File: config.mk
export PLATFORM = sky130hd
export DESIGN_NAME = mod_unit
export DESIGN_NICKNAME = d
export VERILOG_FILES = /design/src/rtl/mod_unit_pkg.sv /design/src/rtl/mod_unit_step.sv /design/src/rtl/mod_unit.sv
export SDC_FILE = /design/constraint.sdc
export NUM_CORES = 1
export LEC_CHECK = 0
export CAP_MARGIN = 40
export CELL_PAD_IN_SITES_DETAIL_PLACEMENT = 0
export CELL_PAD_IN_SITES_GLOBAL_PLACEMENT = 1
export CORE_UTILIZATION = 39
export CTS_BUF_LIST = sky130_fd_sc_hd__clkbuf_8 sky130_fd_sc_hd__clkbuf_16
export DETAILED_ROUTE_END_ITERATION = 10
export GPL_TIMING_DRIVEN = 1
export PLACE_DENSITY_LB_ADDON = 0.1
export SYNTH_ARGS = -nofsm -noshare
export SYNTH_HDL_FRONTEND = slang
export SYNTH_SLANG_ARGS = --single-unit
File: constraint.sdc
create_clock -name clk -period 1.9 [get_ports clk]
set_input_delay 0.38 -clock clk [delete_from_list [all_inputs] [get_ports clk]]
set_output_delay 0.38 -clock clk [all_outputs]
set_load 0.02 [all_outputs]
File: src/rtl/mod_unit_pkg.sv
// mod_unit_pkg: shared widths and FSM encoding for the sequential modulo unit.
//   A_W_DEF / B_W_DEF / C_W_DEF : default dividend, divisor and result widths.
//   CNT_W_DEF                   : bit-counter width for the default dividend width.
//   state_t                     : controller states IDLE -> RUN -> FIN -> IDLE.
package mod_unit_pkg;

  localparam int A_W_DEF   = 17;
  localparam int B_W_DEF   = 5;
  localparam int C_W_DEF   = 10;
  localparam int CNT_W_DEF = $clog2(A_W_DEF);

  typedef enum logic [1:0] {
    IDLE = 2'd0,
    RUN  = 2'd1,
    FIN  = 2'd2
  } state_t;

endpackage

File: src/rtl/mod_unit_step.sv
// mod_unit_step: one combinational restoring shift-subtract step.
//   rem_in  : partial remainder so far (always < b)
//   bit_in  : next dividend bit, MSB first
//   b       : divisor (non-zero while stepping)
//   rem_out : new partial remainder, still < b
module mod_unit_step
  import mod_unit_pkg::*;
#(
  parameter int B_W = B_W_DEF
) (
  input  logic [B_W-1:0] rem_in,
  input  logic           bit_in,
  input  logic [B_W-1:0] b,
  output logic [B_W-1:0] rem_out
);

  // One extra bit holds the shifted value, which may reach 2*b-1.
  logic [B_W:0] shifted_s;

  // Shift the next dividend bit in and subtract the divisor when it fits.
  always_comb begin
    shifted_s = {rem_in, bit_in};
    if (shifted_s >= {1'b0, b}) begin
      // Result is < b, so dropping the top bit loses nothing.
      rem_out = B_W'(shifted_s - {1'b0, b});
    end else begin
      rem_out = shifted_s[B_W-1:0];
    end
  end

endmodule

File: src/rtl/mod_unit.sv
// mod_unit: sequential unsigned modulo, c = a mod b, one dividend bit per clock.
//   clk         : rising-edge clock
//   rst_n       : synchronous active-low reset
//   start       : request pulse, only sampled while idle
//   a, b        : dividend / divisor, captured when start is accepted
//   busy        : high while an operation is in flight
//   done        : one-cycle pulse; c and div_by_zero are valid from this cycle
//   c           : zero-extended remainder (truncated dividend when b == 0)
//   div_by_zero : set when the last completed operation had b == 0
// All outputs come straight from registers.
module mod_unit
  import mod_unit_pkg::*;
#(
  parameter int A_W = A_W_DEF,
  parameter int B_W = B_W_DEF,
  parameter int C_W = C_W_DEF
) (
  input  logic           clk,
  input  logic           rst_n,
  input  logic           start,
  input  logic [A_W-1:0] a,
  input  logic [B_W-1:0] b,
  output logic           busy,
  output logic           done,
  output logic [C_W-1:0] c,
  output logic           div_by_zero
);

  localparam int             CNT_W    = $clog2(A_W);
  localparam logic [CNT_W-1:0] CNT_LAST = CNT_W'(A_W - 1);

  state_t           state_r, state_s;
  // Dividend is kept as a left-shifting register: its MSB is the next bit to consume.
  logic [A_W-1:0]   a_r, a_s;
  logic [B_W-1:0]   b_r, b_s;
  logic [B_W-1:0]   rem_r, rem_s;
  logic [B_W-1:0]   rem_step_s;
  logic [CNT_W-1:0] cnt_r, cnt_s;
  logic             busy_r, busy_s;
  logic             done_r, done_s;
  logic [C_W-1:0]   c_r, c_s;
  logic             dbz_r, dbz_s;

  mod_unit_step #(
    .B_W (B_W)
  ) u_step (
    .rem_in  (rem_r),
    .bit_in  (a_r[A_W-1]),
    .b       (b_r),
    .rem_out (rem_step_s)
  );

  // Next-state and next-output logic for the IDLE/RUN/FIN controller.
  always_comb begin
    state_s = state_r;
    a_s     = a_r;
    b_s     = b_r;
    rem_s   = rem_r;
    cnt_s   = cnt_r;
    busy_s  = busy_r;
    done_s  = 1'b0;
    c_s     = c_r;
    dbz_s   = dbz_r;
    case (state_r)
      IDLE: begin
        if (start) begin
          a_s    = a;
          b_s    = b;
          rem_s  = {B_W{1'b0}};
          cnt_s  = CNT_LAST;
          busy_s = 1'b1;
          // A zero divisor skips the loop; FIN reports the truncated dividend.
          if (b == {B_W{1'b0}}) begin
            state_s = FIN;
          end else begin
            state_s = RUN;
          end
        end else begin
          state_s = IDLE;
        end
      end
      RUN: begin
        rem_s = rem_step_s;
        a_s   = {a_r[A_W-2:0], 1'b0};
        if (cnt_r == {CNT_W{1'b0}}) begin
          state_s = FIN;
        end else begin
          cnt_s   = cnt_r - {{(CNT_W-1){1'b0}}, 1'b1};
          state_s = RUN;
        end
      end
      FIN: begin
        done_s  = 1'b1;
        busy_s  = 1'b0;
        state_s = IDLE;
        if (b_r == {B_W{1'b0}}) begin
          // a_r was never shifted on this path, so it still holds the dividend.
          c_s   = C_W'(a_r);
          dbz_s = 1'b1;
        end else begin
          c_s   = C_W'(rem_r);
          dbz_s = 1'b0;
        end
      end
      default: begin
        state_s = IDLE;
        busy_s  = 1'b0;
      end
    endcase
  end

  // State and datapath registers with synchronous active-low reset.
  always_ff @(posedge clk) begin
    if (!rst_n) begin
      state_r <= IDLE;
      a_r     <= {A_W{1'b0}};
      b_r     <= {B_W{1'b0}};
      rem_r   <= {B_W{1'b0}};
      cnt_r   <= {CNT_W{1'b0}};
      busy_r  <= 1'b0;
      done_r  <= 1'b0;
      c_r     <= {C_W{1'b0}};
      dbz_r   <= 1'b0;
    end else begin
      state_r <= state_s;
      a_r     <= a_s;
      b_r     <= b_s;
      rem_r   <= rem_s;
      cnt_r   <= cnt_s;
      busy_r  <= busy_s;
      done_r  <= done_s;
      c_r     <= c_s;
      dbz_r   <= dbz_s;
    end
  end

  assign busy        = busy_r;
  assign done        = done_r;
  assign c           = c_r;
  assign div_by_zero = dbz_r;

endmodule

==> impl_metrics.csv <==
group,metric,value,unit
critical_path,critPathCaptureType,"register",
synth,ys_types,42,
synth,synth.cell_area,2230,um^2
pwr,switching_power,0.811,mW
synth,synth_seq_area_share,0.422,
floorplanning,die_x,77.6,um
final_layout,fill_cells,530,
pwr,p_int,1.67,mW
pwr,leakagePower,1.05,nW
global_routing,grt_pass1_vias,1829,
synth,async_reset_ff_frac,0,
clock_tree,h-tree-depth,2,
detailed_routing,wl,5050,um
critical_path,path_max_fanout,4,
clock_tree,cts_resized,0,
detailed_routing,ant_nets,0,
final_layout,final_nets,347,
timing,fin_crit_sh,0.914,
critical_path,worstSetupStartpoint,"a_r[16]",
clock_tree,cts_buffer_depth,2,
synth,synth_area_leaders,"dfxtp_1 (42%), nand2_1 (9.6%), a311oi_1 (7.1%)",
floorplanning,rows,27,
clock_tree,clock_latency,300,ps
timing,fmax,576,MHz
global_routing,antenna_found_initial,0,
worst_hold_path,hp-class,"reg -> reg",
timing,maxSlewHeadroom,0.609,
timing,clock_skew,8.21,ps
clock_tree,cts_made_buffers,5,
final_layout,final_util,0.514,
critical_path,path_class,"reg -> reg",
detailed_routing,drc_errors,0,
final_layout,final_cells,388,
final_layout,final_common_cell,"nand2_1",
global_routing,grt_pass1_wl,8740,um
timing,worst_pin_slew,578,ps
floorplanning,start_util,0.405,
critical_path,crit_required,2120,ps
timing,period_needed,1740,ps
run_status,status,"finished, final reports clean",
synth,synth.avg_cell_area,8.11,um^2
synth,yosys_warnings,0,
clock_tree,cts.sinks,47,
clock_tree,clk_pin_slew_worst_paths,100,ps
placement,placed_cell_area,2730,um^2
synth,syn_inst,275,
timing,final-max-slew-violation-count,0,
global_routing,grt_usage,0.182,
pwr,clock_power_share,0.248,
floorplanning,core-area,5510,um^2
clock_tree,post_cts_buffers,0,
floorplanning,pin_count,38,
final_layout,diodes,0,
placement,globalplace.congestion,0.835,
placement,dp.cells,380,
detailed_routing,wl_per_cell,13.0,um
timing,setup_viol,0,
synth,synth_edf_count,0,
critical_path,worstPathArrival,1950,ps
final_layout,final_cell_area,2830,um^2
detailed_routing,via_per_inst,5.12,
detailed_routing,dr.first_iter.drc_count,99,
pwr,power_density,878,nW/um^2
final_layout,area_growth,26.8,%
global_routing,gr-total-overflow,0,
synth,yosys.area.top_type,"dfxtp_1",
pwr,sw_frac_of_total,0.327,
timing,layout_setup_ws,163,ps
worst_hold_path,min-delay-start,"c[6]",
clock_tree,root_buffer,"clkbuf_8",
timing,fin_tns_setup,0,ps
detailed_routing,dr.pass1.iters,4,
pwr,power.share.combinational,0.289,
placement,place_ws,34.0,ps
clock_tree,cts_tree,"built",
critical_path,rr_startpoint,"a_r[16]",
placement,dp_hpwl,3700,um
floorplanning,dieArea,6030,um^2
synth,ys_seq_elements,47,
detailed_routing,vias,1985,
pwr,ir_drop,0.000451,V
synth,synth_nets,307,
clock_tree,cts_hold_buf,0,
flow_run,maxCapViolCount,0,
synth,synth_top_area_frac,0.422,
pwr,total_power,2.48,mW
critical_path,critPathLaunchType,"register",
synth,ys.flop_type,"dfxtp_1",
floorplanning,die_h,77.6,um
pwr,p_seq_frac,0.462,
final_layout,layout_common_cells,"nand2_1 (57), dfxtp_1 (47), clkdlybuf4s50_1 (37), nor2_1 (33), a311oi_1 (18)",
placement,numPortBuffers,37,
timing,final_hold_viol_count,0,
global_routing,grt_start_max_net_pins,33,
timing,holdWs,453,ps
final_layout,drive_above_1_share,0.104,
## sequential cells by signal, summed over array words and instances (netlist names), 2 cells and up
register,cells
b_r,5
rem_r,5
a_r,17
cnt_r,5
state_r,2
c,10
## metal layers
layer  vias up  wire (um)  GRT usage
met5         -          0          0
met4         0         42     0.0491
met3         4        138     0.0365
met2        27       2350      0.290
met1       913       2520      0.249
li1       1041          -          -
## power by group through the flow
stage / sequential [mW] / clock [mW] / combinational [mW]
floorplan: 1.17 / 0 / 0.478
global placement: 1.17 / 0 / 0.712
detailed placement: 1.17 / 0 / 0.710
CTS: 1.15 / 0.633 / 0.714
global route: 1.16 / 0.689 / 0.803
finish: 1.15 / 0.617 / 0.718
## kinds of logic (layout without fill, tap and decap cells)
group,after synthesis,in the layout,synth area share
buffers and inverters,27,68,0.0538
XOR/XNOR,3,3,0.0118
adder cells (fa/ha/maj),7,7,0.0426
AND/OR/NAND/NOR,127,127,0.259
flip-flops,47,47,0.422
multiplexers,3,3,0.0135
AO/OA/AOI/OAI,61,61,0.198
## critical path, cell delays in order, from the launching register on
cell	delay, ps
dfxtp_1	360
inv_1	50
ha_1	200
fa_2	370
nor2b_2	170
o31a_1	230
nor3_1	60
o31ai_1	210
## area by class of cell
cell class	instances	area, um^2	area share
well taps	72	90.1	0.0319
inverters	9	33.8	0.0119
flip-flops and latches	47	941	0.333
multi-input cells	201	1180	0.418
clock buffers	5	68.8	0.0243
repair buffers	51	488	0.173
clock inverters	3	23.8	0.00841
## cell usage after synthesis (2+ instances only)
library cell  count
xnor2_1           3
ha_1              6
nand2_1          57
a211oi_2          2
mux2i_1           3
a21oi_1          14
nor4b_1           2
o21a_1            3
o31ai_1           4
nand3_1          12
nand2b_1          5
nor3_1            3
a211oi_1          2
o21ai_0           7
clkbuf_1         10
dfxtp_1          47
inv_1             9
buf_2             6
or3_1             2
a311oi_1         18
nor2b_1           3
a21boi_0          2
o211ai_1          3
nor2_1           34
## worst paths after layout
check        endpoint  slack (ps)  cells after the start
max          rem_r[0]         160                      7
min              c[6]         450                      2
max reg2reg  rem_r[0]         160                      7
min reg2reg      c[6]         450                      2
No activity file was read; power rests on OpenSTA's default activity.
